<file path="src/rtl/vlc_tx_pkg.sv">
// Shared definitions for the VLC TX slot scheduler: state and owner encodings,
// counter width and default timing constants.
package vlc_tx_pkg;

   localparam int unsigned CNT_W = 32;

   localparam logic [CNT_W-1:0] DEF_GUARD_CYCLES    = 32'd1000;
   localparam logic [CNT_W-1:0] DEF_MAX_HOLD_CYCLES = 32'd4000000;

   typedef enum logic [1:0] {
      S_IDLE   = 2'd0,
      S_BEACON = 2'd1,
      S_DATA   = 2'd2,
      S_GUARD  = 2'd3
   } state_e;

   typedef enum logic {
      OWN_BEACON = 1'b0,
      OWN_DATA   = 1'b1
   } owner_e;

endpackage

</file>
<file path="src/rtl/sched_cycle_timer.sv">
// 32-bit up-counter with synchronous clear, count enable and a terminal flag
// that is high while enabled and the count equals term.
module sched_cycle_timer
   import vlc_tx_pkg::*;
(
   input  logic             i_clk,
   input  logic             i_rst_n,
   input  logic             clr,
   input  logic             en,
   input  logic [CNT_W-1:0] term,
   output logic             at_term_c
);

   logic [CNT_W-1:0] cnt_q;

   // Count register: clear wins over enable.
   always_ff @(posedge i_clk or negedge i_rst_n) begin
      if (!i_rst_n) begin
         cnt_q <= '0;
      end else if (clr) begin
         cnt_q <= '0;
      end else if (en) begin
         cnt_q <= cnt_q + CNT_W'(1);
      end
   end

   assign at_term_c = en & (cnt_q == term);

endmodule

</file>
<file path="src/rtl/vlc_tx_slot_scheduler.sv">
// Arbitrates the single VLC LED between beacon pulses and UART data frames,
// with two-way round robin on ties, a guard gap between owners and a per-source
// lockout against stuck requests.
// Optional forced release after MAX_HOLD_CYCLES: define VLC_SCHED_TIMEOUT_EN.
module vlc_tx_slot_scheduler
   import vlc_tx_pkg::*;
#(
   parameter logic [CNT_W-1:0] GUARD_CYCLES    = DEF_GUARD_CYCLES,
   parameter logic [CNT_W-1:0] MAX_HOLD_CYCLES = DEF_MAX_HOLD_CYCLES,
   parameter logic             IDLE_LEVEL      = 1'b0
)(
   input  logic i_clk,
   input  logic i_rst_n,
   input  logic i_beacon_req,
   output logic o_beacon_gnt,
   input  logic i_beacon_pulse,
   input  logic i_data_req,
   output logic o_data_gnt,
   input  logic i_data_bit,
   input  logic i_data_done,
   output logic o_led,
   output logic o_busy,
   output logic o_timeout
);

   // Both counts must be at least one cycle.
   if (GUARD_CYCLES == '0 || MAX_HOLD_CYCLES == '0) begin : g_cfg_check
      $error("vlc_tx_slot_scheduler: GUARD_CYCLES and MAX_HOLD_CYCLES must be >= 1");
   end

   state_e state_q, state_d;
   owner_e last_q, last_d;
   logic   b_lock_q, b_lock_d;
   logic   d_lock_q, d_lock_d;
   logic   b_gnt_d, d_gnt_d, led_d, busy_d, timeout_d;
   logic   b_elig_c, d_elig_c;
   logic   guard_term_c;

   assign b_elig_c = i_beacon_req & ~b_lock_q;
   assign d_elig_c = i_data_req & ~d_lock_q;

   // Guard gap timer, cleared whenever the FSM is outside S_GUARD.
   sched_cycle_timer u_guard_timer (
      .i_clk     (i_clk),
      .i_rst_n   (i_rst_n),
      .clr       (state_q != S_GUARD),
      .en        (state_q == S_GUARD),
      .term      (GUARD_CYCLES - CNT_W'(1)),
      .at_term_c (guard_term_c)
   );

`ifdef VLC_SCHED_TIMEOUT_EN
   logic hold_term_c;

   // Ownership timer, cleared whenever no source owns the LED.
   sched_cycle_timer u_hold_timer (
      .i_clk     (i_clk),
      .i_rst_n   (i_rst_n),
      .clr       (state_q != S_BEACON && state_q != S_DATA),
      .en        (state_q == S_BEACON || state_q == S_DATA),
      .term      (MAX_HOLD_CYCLES - CNT_W'(1)),
      .at_term_c (hold_term_c)
   );
`endif

   // State, arbitration history, lockouts and registered outputs.
   always_ff @(posedge i_clk or negedge i_rst_n) begin
      if (!i_rst_n) begin
         state_q      <= S_IDLE;
         last_q       <= OWN_DATA;
         b_lock_q     <= 1'b0;
         d_lock_q     <= 1'b0;
         o_beacon_gnt <= 1'b0;
         o_data_gnt   <= 1'b0;
         o_led        <= IDLE_LEVEL;
         o_busy       <= 1'b0;
         o_timeout    <= 1'b0;
      end else begin
         state_q      <= state_d;
         last_q       <= last_d;
         b_lock_q     <= b_lock_d;
         d_lock_q     <= d_lock_d;
         o_beacon_gnt <= b_gnt_d;
         o_data_gnt   <= d_gnt_d;
         o_led        <= led_d;
         o_busy       <= busy_d;
         o_timeout    <= timeout_d;
      end
   end

   // Next state, lockouts and next output values.
   always_comb begin
      state_d   = state_q;
      last_d    = last_q;
      timeout_d = 1'b0;

      case (state_q)
         S_IDLE: begin
            if (b_elig_c && d_elig_c) begin
               state_d = (last_q == OWN_DATA) ? S_BEACON : S_DATA;
            end else if (b_elig_c) begin
               state_d = S_BEACON;
            end else if (d_elig_c) begin
               state_d = S_DATA;
            end
         end
         S_BEACON: begin
            if (!i_beacon_req) begin
               state_d = S_GUARD;
`ifdef VLC_SCHED_TIMEOUT_EN
            end else if (hold_term_c) begin
               state_d   = S_GUARD;
               timeout_d = 1'b1;
`endif
            end
         end
         S_DATA: begin
            if (!i_data_req || i_data_done) begin
               state_d = S_GUARD;
`ifdef VLC_SCHED_TIMEOUT_EN
            end else if (hold_term_c) begin
               state_d   = S_GUARD;
               timeout_d = 1'b1;
`endif
            end
         end
         S_GUARD: begin
            if (guard_term_c) begin
               state_d = S_IDLE;
            end
         end
         default: state_d = S_IDLE;
      endcase

      if (state_q == S_IDLE && state_d == S_BEACON) begin
         last_d = OWN_BEACON;
      end else if (state_q == S_IDLE && state_d == S_DATA) begin
         last_d = OWN_DATA;
      end

      // A released owner stays locked out until its request is seen low.
      if (!i_beacon_req) begin
         b_lock_d = 1'b0;
      end else if (state_q == S_BEACON && state_d == S_GUARD) begin
         b_lock_d = 1'b1;
      end else begin
         b_lock_d = b_lock_q;
      end

      if (!i_data_req) begin
         d_lock_d = 1'b0;
      end else if (state_q == S_DATA && state_d == S_GUARD) begin
         d_lock_d = 1'b1;
      end else begin
         d_lock_d = d_lock_q;
      end

      b_gnt_d = (state_d == S_BEACON);
      d_gnt_d = (state_d == S_DATA);
      busy_d  = (state_d != S_IDLE);
      case (state_d)
         S_BEACON: led_d = i_beacon_pulse;
         S_DATA:   led_d = i_data_bit;
         default:  led_d = IDLE_LEVEL;
      endcase
   end

endmodule

</file>
<file path="config.mk">
export PLATFORM = sky130hd
export DESIGN_NAME = vlc_tx_slot_scheduler
export DESIGN_NICKNAME = d
export VERILOG_FILES = /design/src/rtl/vlc_tx_pkg.sv /design/src/rtl/sched_cycle_timer.sv /design/src/rtl/vlc_tx_slot_scheduler.sv
export SDC_FILE = /design/constraint.sdc
export NUM_CORES = 1
export LEC_CHECK = 0
export CAP_MARGIN = 0
export CORE_ASPECT_RATIO = 1.1
export CORE_MARGIN = 4
export CORE_UTILIZATION = 35
export DETAILED_ROUTE_END_ITERATION = 16
export PLACE_DENSITY_LB_ADDON = 0.25
export SLEW_MARGIN = 10
export SYNTH_ARGS = -nofsm -noshare
export SYNTH_HDL_FRONTEND = slang
export SYNTH_SLANG_ARGS = --single-unit
</file>
<file path="constraint.sdc">
create_clock -name i_clk -period 2.7 [get_ports i_clk]
set_input_delay 0.405 -clock i_clk [delete_from_list [all_inputs] [get_ports i_clk]]
set_output_delay 0.405 -clock i_clk [all_outputs]
set_load 0.05 [all_outputs]
</file>
# After elaboration in Yosys (flattened, before gate mapping)
# Cells that the tools add are included.
dict set report word_totals {
  regBits 41
  latchBits 0
  ram_bits 0
  rom_bits 0
  inputBits 7
  out_inout_bits 5
  mem_count 0
}
dict set report classes {
  n_addsub 1
  multipliers 0
  div 0
  magnitude_cmp 0
  n_eq_ne 10
  shifts 0
  n_mux 17
  bitwise 5
  n_reduce_logical 11
}
# op count
set ops {}
lappend ops {{2-to-1 mux 32 bit} 2}
lappend ops {{adder 32 x 1 -> 32 bit (second input constant)} 1}
lappend ops {{equality test 32 x 10 -> 1 bit (second input constant)} 1}
lappend ops {{2-to-1 mux 2 bit} 7}
lappend ops {{equality test 2 bit (second input constant)} 4}
lappend ops {{one-hot mux 2 bit (4 select lines)} 1}
lappend ops {{2-to-1 mux 1 bit} 6}
lappend ops {{nonzero test 2 bit} 3}
lappend ops {{logical AND 1 bit} 5}
lappend ops {{equality test 2 x 1 -> 1 bit (second input constant)} 2}
lappend ops {{inequality test 2 x 1 -> 1 bit (second input constant)} 2}
lappend ops {{bitwise AND 1 bit} 3}
lappend ops {{zero test 2 bit} 1}
lappend ops {{inequality test 2 bit (second input constant)} 1}
lappend ops {{inverter 1 bit} 2}
lappend ops {{one-hot mux 1 bit (2 select lines)} 1}
lappend ops {{zero test 1 bit} 1}
lappend ops {{logical OR 1 bit} 1}

# Logic depth before layout (Yosys ltp)
# Gate-level depths: netlist of the first run.
dict set report logic_depth {
  depth_word 10
  depth_mapped 9
  ltp_nobuf 7
}

# By module
# Synthesis of the first run repeated with hierarchy kept, for this count alone.
dict set report unflattened {
  cells_unflattened 275
  area_unflattened_um2 2585.0
}
# mod n_inst cells_each area_per_inst_um2 seq_area_each_um2
set modules_own_cells {}
lappend modules_own_cells {sched_cycle_timer 1 230 2108.3 800.8}
lappend modules_own_cells {vlc_tx_slot_scheduler 1 45 476.7 226.5}

# Worst setup path before layout of the first run
# No wires, ideal clock.
dict set report synth_path {
  path_type {flip-flop to flip-flop}
  from {reg state_q[0]}
  to {reg o_led}
  setup_ns 0.123
  t_arrival_ns 1.974
  setup_slack_ns 0.603
  stages_incl_launch_ff 10
  n_path_buf 2
  synth_period_minus_slack_ns 2.097
  path_cell_list {dfrtp_1 -> buf_2 -> and2_1 -> clkbuf_1 -> nand4_1 -> nor4_2 -> o21ai_0 -> ha_1 -> a22oi_1 -> nor2b_1}
}
dict set report synth_between {
  elab_chain_cells 6
  elab_cells_between_ends 15
}
# element line
set synth_rtl {}
lappend synth_rtl {{start, declared} vlc_tx_slot_scheduler.sv:31} ;# state_e state_q, state_d;
lappend synth_rtl {{start signal, assigned} vlc_tx_slot_scheduler.sv:79} ;# state_q <= state_d;
lappend synth_rtl {{equality test 2 bit or 2-to-1 mux 2 bit (tied branches)} {vlc_tx_slot_scheduler.sv:47, vlc_tx_slot_scheduler.sv:97, vlc_tx_slot_scheduler.sv:103}}
lappend synth_rtl {{bitwise AND 1 bit or 2-to-1 mux 2 bit (tied branches)} {sched_cycle_timer.sv:27, vlc_tx_slot_scheduler.sv:101}}
lappend synth_rtl {{2-to-1 mux 2 bit, on equally long branches} {vlc_tx_slot_scheduler.sv:128, vlc_tx_slot_scheduler.sv:99}}
lappend synth_rtl {{one-hot mux 2 bit (4 select lines) (*)} vlc_tx_slot_scheduler.sv:97} ;# case (state_q)
lappend synth_rtl {{named net state_d[0]} vlc_tx_slot_scheduler.sv:31}
lappend synth_rtl {{equality test 2 x 1 -> 1 bit (*)} --}
lappend synth_rtl {{named net b_gnt_d} vlc_tx_slot_scheduler.sv:35} ;# logic b_gnt_d, d_gnt_d, led_d, busy_d, timeout_d;
lappend synth_rtl {{one-hot mux 1 bit (2 select lines) (*)} vlc_tx_slot_scheduler.sv:161} ;# case (state_d)
lappend synth_rtl {{named net led_d} vlc_tx_slot_scheduler.sv:35}
lappend synth_rtl {{end signal, assigned} vlc_tx_slot_scheduler.sv:85} ;# o_led <= led_d;
lappend synth_rtl {{end, declared} vlc_tx_slot_scheduler.sv:21} ;# output logic o_led,
# The timed path passes the listed nets; every way through them passes the cells marked *.
# A chain may end at the register's enable or synchronous reset.

# Final worst setup path of the first run
dict set report layout_path {
  from {reg u_guard_timer.cnt_q[13]}
  to {reg d_lock_q}
}
dict set report layout_between {
  elab_chain_cells 7
}
# element line
set layout_rtl {}
lappend layout_rtl {{start, declared} sched_cycle_timer.sv:14} ;# logic [CNT_W-1:0] cnt_q;
lappend layout_rtl {{start signal, assigned} sched_cycle_timer.sv:23} ;# cnt_q <= cnt_q + CNT_W'(1);
lappend layout_rtl {{equality test 32 x 10 -> 1 bit} sched_cycle_timer.sv:27} ;# assign at_term_c = en & (cnt_q == term);
lappend layout_rtl {{bitwise AND 1 bit} sched_cycle_timer.sv:27}
lappend layout_rtl {{2-to-1 mux 2 bit} vlc_tx_slot_scheduler.sv:128} ;# if (guard_term_c) begin
lappend layout_rtl {{one-hot mux 2 bit (4 select lines)} vlc_tx_slot_scheduler.sv:97}
lappend layout_rtl {{named net state_d[0]} vlc_tx_slot_scheduler.sv:31}
lappend layout_rtl {{equality test 2 bit} vlc_tx_slot_scheduler.sv:152} ;# end else if (state_q == S_DATA && state_d == S_GUARD) begin
lappend layout_rtl {{logical AND 1 bit} vlc_tx_slot_scheduler.sv:152}
lappend layout_rtl {{inequality test 2 x 1 -> 1 bit (no line)} --}
lappend layout_rtl {{end signal, assigned} vlc_tx_slot_scheduler.sv:82} ;# d_lock_q <= d_lock_d;
lappend layout_rtl {{end, declared} vlc_tx_slot_scheduler.sv:34} ;# logic d_lock_q, d_lock_d;
# The timed path passes the listed nets, and every way through them passes these cells.

==> qor.yml, run 1 <==
run_status:
  run_status: "complete, no violations"
cells_and_area:
  final_area_um2: 2500
  fillers: 620
  utilization_pct: 40.6
  final_cell_mix: "40 x dfrtp_1, 19 x nor2_1, 18 x a21oi_1"
  drive_gt1_share_pct: 8.86
  stdcell_count: 317
  diodes: 0
  num-nets-final: 248
  area_growth_pct: 12.6
  final_common_cell: "dfrtp_1"
sta:
  finalSetupViolCount: 0
  post-route-period-util_pct: 84.0
  setup_tns_ps: 0
  final_max_slew_viol_count: 0
  relSlewSlack_pct: 38.2
  holdWs_ps: 252
  worstMarginPinSlew_ps: 927
  clock_skew_ps: 8.22
  period_needed_ps: 2270
  rsz0062_at_grt: "false"
  fmax_ghz: 0.441
  finalHoldViolations: 0
  layout_setup_ws_ps: 432
routing:
  drc: 0
  drt-wirelength-per-cell_um: 15.2
  totalWireLength_mm: 4.81
  first_pass_iters: 4
  drt_iter0_drc: 87
  drtAntennaViolNets: 0
  avgViaCountPerCell: 5.52
  via_count: 1750
min_path:
  hold_class: "input port to async pin"
place:
  hpwl_mm: 3.34
  port_buffers: 10
  dp_cells: 309
  gp_congestion: 0.795
  place_area_um2: 2380
  dpl_worst_slack_ps: 382
floorplan:
  core-area_um2: 6160
  start_util_pct: 36.1
  core.rowCount: 30
  die_w_um: 83.9
  pin_count: 12
  dieArea_um2: 7680
  die_h_um: 91.5
synth:
  ys.warnings.count: 0
  avgSynthCellArea_um2: 9.74
  ys_ff_latch: 41
  synth.distinct_cells: 46
  synth-main-ff-cell: "dfrtp_1"
  synth-edff-count: 0
  synth_fp_nets: 240
  syn-cell-area_um2: 2220
  synthCells: 228
  synthArstFlopShare_pct: 100
  synth_seq_area_share_pct: 46.3
cts:
  cts.clk_slew.worst_paths_ps: 80
  hold_buffers: 0
  cts_root_buffer: "clkbuf_8"
  post_cts_buffers: 0
  cts_resized: 0
  cts_buffers: 5
  cts_tree: "built"
  clockBufferDepth: 2
  clk_latency_ps: 290
  htree_levels: 2
  clock-sinks: 41
run:
  max_cap_viol_count: 0
pwr:
  p_per_area_nw_per_um2: 572
  combPwrFrac_pct: 12.0
  peakVddDrop_mv: 0.394
  p_switching_mw: 0.387
  p_leak_nw: 1.05
  total_power_mw: 1.43
  p_clk_share_pct: 36.3
  seq_power_share_pct: 51.7
  switching_share_pct: 27.1
  intPower_mw: 1.04
critical_path:
  crit_fanout: 4
  r2r_cells: 7
  cp.required_ps: 2890
  end_kind: "flop"
  path_class: "flop to flop"
  cp-start-kind: "flop"
  arrival_ps: 2450
grt:
  use_met3_pct: 2.99
  grt_util_met2_pct: 22.3
  first_global_vias: 1737
  grt_max_degree: 42
  grt.busiest_layer: "met2"
  gr-usage-met1_pct: 17.4
  grt_overflow: 0
  grt_pass1_wl_mm: 8.37
  grt_antenna_before_repair: 0
  grt_usage_pct: 13.5
==> power groups by stage <==
stage,logic [mW],clock network (mW),registers [mW]
final,0.172,0.518,0.739
after global routing,0.204,0.567,0.752
after CTS,0.175,0.540,0.740
after detailed placement,0.173,0,0.752
after global placement,0.170,0,0.746
after floorplan,0.129,0,0.734
==> logic make-up after synthesis <==
family | count (synthesis) | synth area share (%)
simple gates | 101 | 26.9
buf+inv | 20 | 4.00
xor+xnor | 11 | 4.34
other cells | 1 | 0.169
compound gates | 48 | 15.1
flops | 41 | 46.3
mux | 1 | 0.451
fa+ha+maj | 5 | 2.82
==> critical path: stages (launching register included) <==
cell	delay (ps)
dfrtp_1	410
nor4_1	370
nand4_1	150
nor4_2	450
o21ai_0	240
ha_1	290
a31oi_1	200
nor2_1	60
==> flip-flops by register name, indices dropped and copies added (netlist names) <==
name / flops
o_beacon_gnt: 1
o_busy: 1
state_q: 2
o_data_gnt: 1
d_lock_q: 1
o_led: 1
u_guard_timer.cnt_q: 32
last_q: 1
b_lock_q: 1
==> synthesized netlist by cell type (all sizes together) (6+ instances only) <==
cell type / instances / area [um2]
dfrtp: 40 / 1000
nor2: 19 / 71.3
a21oi: 18 / 90.1
nand2: 16 / 60.1
nand3: 14 / 80.1
or4: 13 / 101
o31ai: 12 / 90.1
nand4: 9 / 77.6
inv: 8 / 30.0
nor4: 8 / 56.3
buf: 7 / 38.8
and4: 6 / 52.6
xor2: 6 / 52.6
==> final timing paths <==
kind                                          from                       to  slack, ps
setup reg to reg           u_guard_timer.cnt_q[13]                 d_lock_q        430
hold reg to reg             u_guard_timer.cnt_q[0]   u_guard_timer.cnt_q[0]        490
max in group asynchronous                  i_rst_n   u_guard_timer.cnt_q[9]       1880
hold / removal                             i_rst_n  u_guard_timer.cnt_q[11]        250
setup / recovery           u_guard_timer.cnt_q[13]                 d_lock_q        430
min in group i_clk          u_guard_timer.cnt_q[0]   u_guard_timer.cnt_q[0]        490
==> layout make-up <==
| class | count | area (um2) | share of cell area, % |
|---|---|---|---|
| multi-input cells | 167 | 1100 | 44.2 |
| flip-flops and latches | 41 | 1030 | 41.1 |
| repair buffers | 13 | 118 | 4.71 |
| well taps | 80 | 100 | 4.01 |
| clock buffers | 6 | 82.6 | 3.30 |
| clock inverters | 2 | 37.5 | 1.50 |
| inverters | 8 | 30.0 | 1.20 |
==> routing by layer <==
| layer | vias to the layer above | wire, um |
|---|---|---|
| met5 | - | 0 |
| met4 | 0 | 72 |
| met3 | 6 | 102 |
| met2 | 13 | 2280 |
| met1 | 860 | 2350 |
| li1 | 871 | - |
(Power assumes the default switching activity.)
==> run 2: changes to the inputs <==
==> constraint.sdc (replaced) <==
create_clock -name i_clk -period 2.2 [get_ports i_clk]
set_input_delay 0.33 -clock i_clk [delete_from_list [all_inputs] [get_ports i_clk]]
set_output_delay 0.33 -clock i_clk [all_outputs]
set_load 0.05 [all_outputs]
==> qor.yml, run 2 (synthesized netlist as in run 1, its figures left out) <==
cells_and_area:
  fillers: 632  # +1.9%
  num-nets-final: 265  # +6.9%
  ff_latch_area_um2: 1030  # +0.37%
  largest-register: "u_guard_timer.cnt_q"
  final_cell_mix: "37 x dfrtp_1, 20 x buf_4, 19 x nor2_1"
  drive_gt1_share_pct: 18.5  # +9.6 points
  largest_reg_flops: 32  # unchanged
  utilization_pct: 43.0  # +2.5 points
  final_common_cell: "dfrtp_1"
  reg.largest.list: "u_guard_timer.cnt_q x32, state_q x2"
  area_growth_pct: 19.4
  diodes: 0  # unchanged
  multi_input_area_um2: 1140  # +3.5%
cts:
  cts.clk_slew.worst_paths_ps: 80  # about the same
  cts_root_buffer: "clkbuf_8"
  clock-sinks: 41  # unchanged
  htree_levels: 2  # unchanged
  clk_latency_ps: 290  # about the same
  cts_buffers: 5  # unchanged
  clockBufferDepth: 2  # unchanged
  cts_tree: "built"
  hold_buffers: 0  # unchanged
routing:
  first_pass_iters: 5  # +1
  via_count: 1816  # +3.8%
  drc: 0  # unchanged
  drtAntennaViolNets: 0  # unchanged
  totalWireLength_mm: 4.80  # -0.29%
  drt_iter0_drc: 171  # +97%
  drt-wirelength-per-cell_um: 14.4  # -5.4%
  avgViaCountPerCell: 5.44  # -1.5%
sta:
  worstMarginPinSlew_ps: 668  # -259 ps
  holdWs_ps: 40.2  # -212 ps
  period_needed_ps: 2030  # -240 ps
  clock_skew_ps: 4.87  # -3.36 ps
  setup_tns_ps: 0  # unchanged
  post-route-period-util_pct: 92.1  # +8.2 points
  relSlewSlack_pct: 55.0  # +17 points
  finalHoldViolations: 0  # unchanged
  fmax_ghz: 0.493  # +12%
  rsz0062_at_grt: "false"
  final_max_slew_viol_count: 0  # unchanged
  finalSetupViolCount: 0  # unchanged
critical_path:
  cp-start-kind: "flop"
  crit_chain: "nor4_2 -> nand3_1 -> nor4_2 -> buf_4 -> o32ai_1 -> ha_1 -> a22oi_1 -> nor2b_1"
  reg2reg_slack_ps: 170  # -260 ps
  cp_top_family: "simple AND/OR/NAND/NOR gates"
  reg2reg_from: "u_guard_timer.cnt_q[24]"
  slowest_delay_ps: 450  # about the same
  r2r_cells: 8  # +1
  path_common_cell: "nor4_2"
  crit_fanout: 6  # +2
  startpoint: "u_guard_timer.cnt_q[24]"
  cp.required_ps: 2380  # -510 ps
  arrival_ps: 2210  # -240 ps
  path_class: "flop to flop"
  crit_buf_inv: 1  # +1
  regToRegEndpoint: "o_led"
  cp.depth: 8  # +1
  end_kind: "flop"
  slowest_stage: "dfrtp_2"
  critPathCapture: "o_led"
grt:
  grt_overflow: 0  # unchanged
  grt_usage_pct: 13.2  # -0.34 points
  grt_max_degree: 29  # -31%
  grt_pass1_wl_mm: 8.20  # -2.1%
  first_global_vias: 1718  # -1.1%
  grt_antenna_before_repair: 0  # unchanged
floorplan:
  dieArea_um2: 7680  # unchanged
  pin_count: 12  # unchanged
  core-area_um2: 6160  # unchanged
  start_util_pct: 36.1  # unchanged
  die_h_um: 91.5  # unchanged
  core.rowCount: 30  # unchanged
  die_w_um: 83.9  # unchanged
min_path:
  hold_class: "input port to async pin"
pwr:
  p_per_area_nw_per_um2: 630  # +10%
  total_power_mw: 1.67  # +17%
  p_leak_nw: 1.14  # +8.4%
  peakVddDrop_mv: 0.341  # -13%
run:
  max_cap_viol_count: 0  # unchanged
place:
  hpwl_mm: 3.32  # -0.49%
  gp_congestion: 0.766  # -3.7%
  port_buffers: 10  # unchanged
run_status:
  run_status: "complete, no violations"
-- run 2: cell count changes in the layout (fill, tap and decap cells not counted) --
cell and delta:
buf_4 +17, bufinv_16 -1, clkbuf_8 +1, clkinv_2 +1, clkinvlp_4 -1, dfrtp_1 -3, dfrtp_2 +3, ha_1 -2
ha_2 +2, nor4_1 -4, nor4_2 +3, nor4_4 +1, o21ai_0 -1, o21ai_1 +1
-- run 2: stage by stage --
stage / cell area (um2) / worst slack (ps) / instances
2_1_floorplan: 2220 / 103 / 228
3_3_place_gp: 2500 / 16.1 / 325
3_5_place_dp: 2500 / 31.9 / 325
4_1_cts: 2600 / 1.94 / 333
5_1_grt: 2650 / 15.4 / 334
6_report: 2650 / 173 / 334
-- run 2: area by class of cell --
| cell class | instances | area share, % |
|---|---|---|
| multi-input combinational | 167 | 43.1 |
| inverter | 8 | 1.13 |
| sequential | 41 | 38.9 |
| clock buffer | 7 | 3.64 |
| timing repair buffer | 30 | 9.25 |
| clock inverter | 1 | 0.189 |
| tap | 80 | 3.78 |
-- run 2: worst reg2reg max path, cell delays in order (launching register included) --
cell	delay, ps
dfrtp_2	450
nor4_2	310
nand3_1	130
nor4_2	270
buf_4	170
o32ai_1	110
ha_1	240
a22oi_1	180
nor2b_1	70
-- run 2: where the power goes --
part	total (mW)	internal, mW	switching [mW]
combinational	0.216	0.0992	0.116
sequential	0.910	0.822	0.0880
clock	0.543	0.284	0.259
-- run 2: routing by layer --
layer,share of wire (%),track usage [%],up-vias
met5,0,0,-
met4,1.5,4.96,0
met3,3.1,2.72,6
met2,47,20.8,27
met1,48,17.8,876
li1,-,-,907
-- run 2: worst min path at each step --
| stage | startpoint | end | slack (ps) | cells after the start |
|---|---|---|---|---|
| final | i_rst_n | u_guard_timer.cnt_q[6] | 40 | 1 |
| after global routing | i_rst_n | u_guard_timer.cnt_q[12] | 90 | 1 |
| after CTS | i_rst_n | u_guard_timer.cnt_q[12] | 50 | 1 |
| after detailed placement | i_rst_n | u_guard_timer.cnt_q[12] | 370 | 1 |
| after global placement | i_rst_n | u_guard_timer.cnt_q[6] | 370 | 1 |
| after floorplan | i_rst_n | b_lock_q | 30 | 0 |
-- run 2: timing repair --
action                                  in CTS  in global routing
endpoints found under the hold margin        0                  0
buffers inserted                             0                  1
endpoints found under the setup margin       0                  5
resized for setup                            0                 11
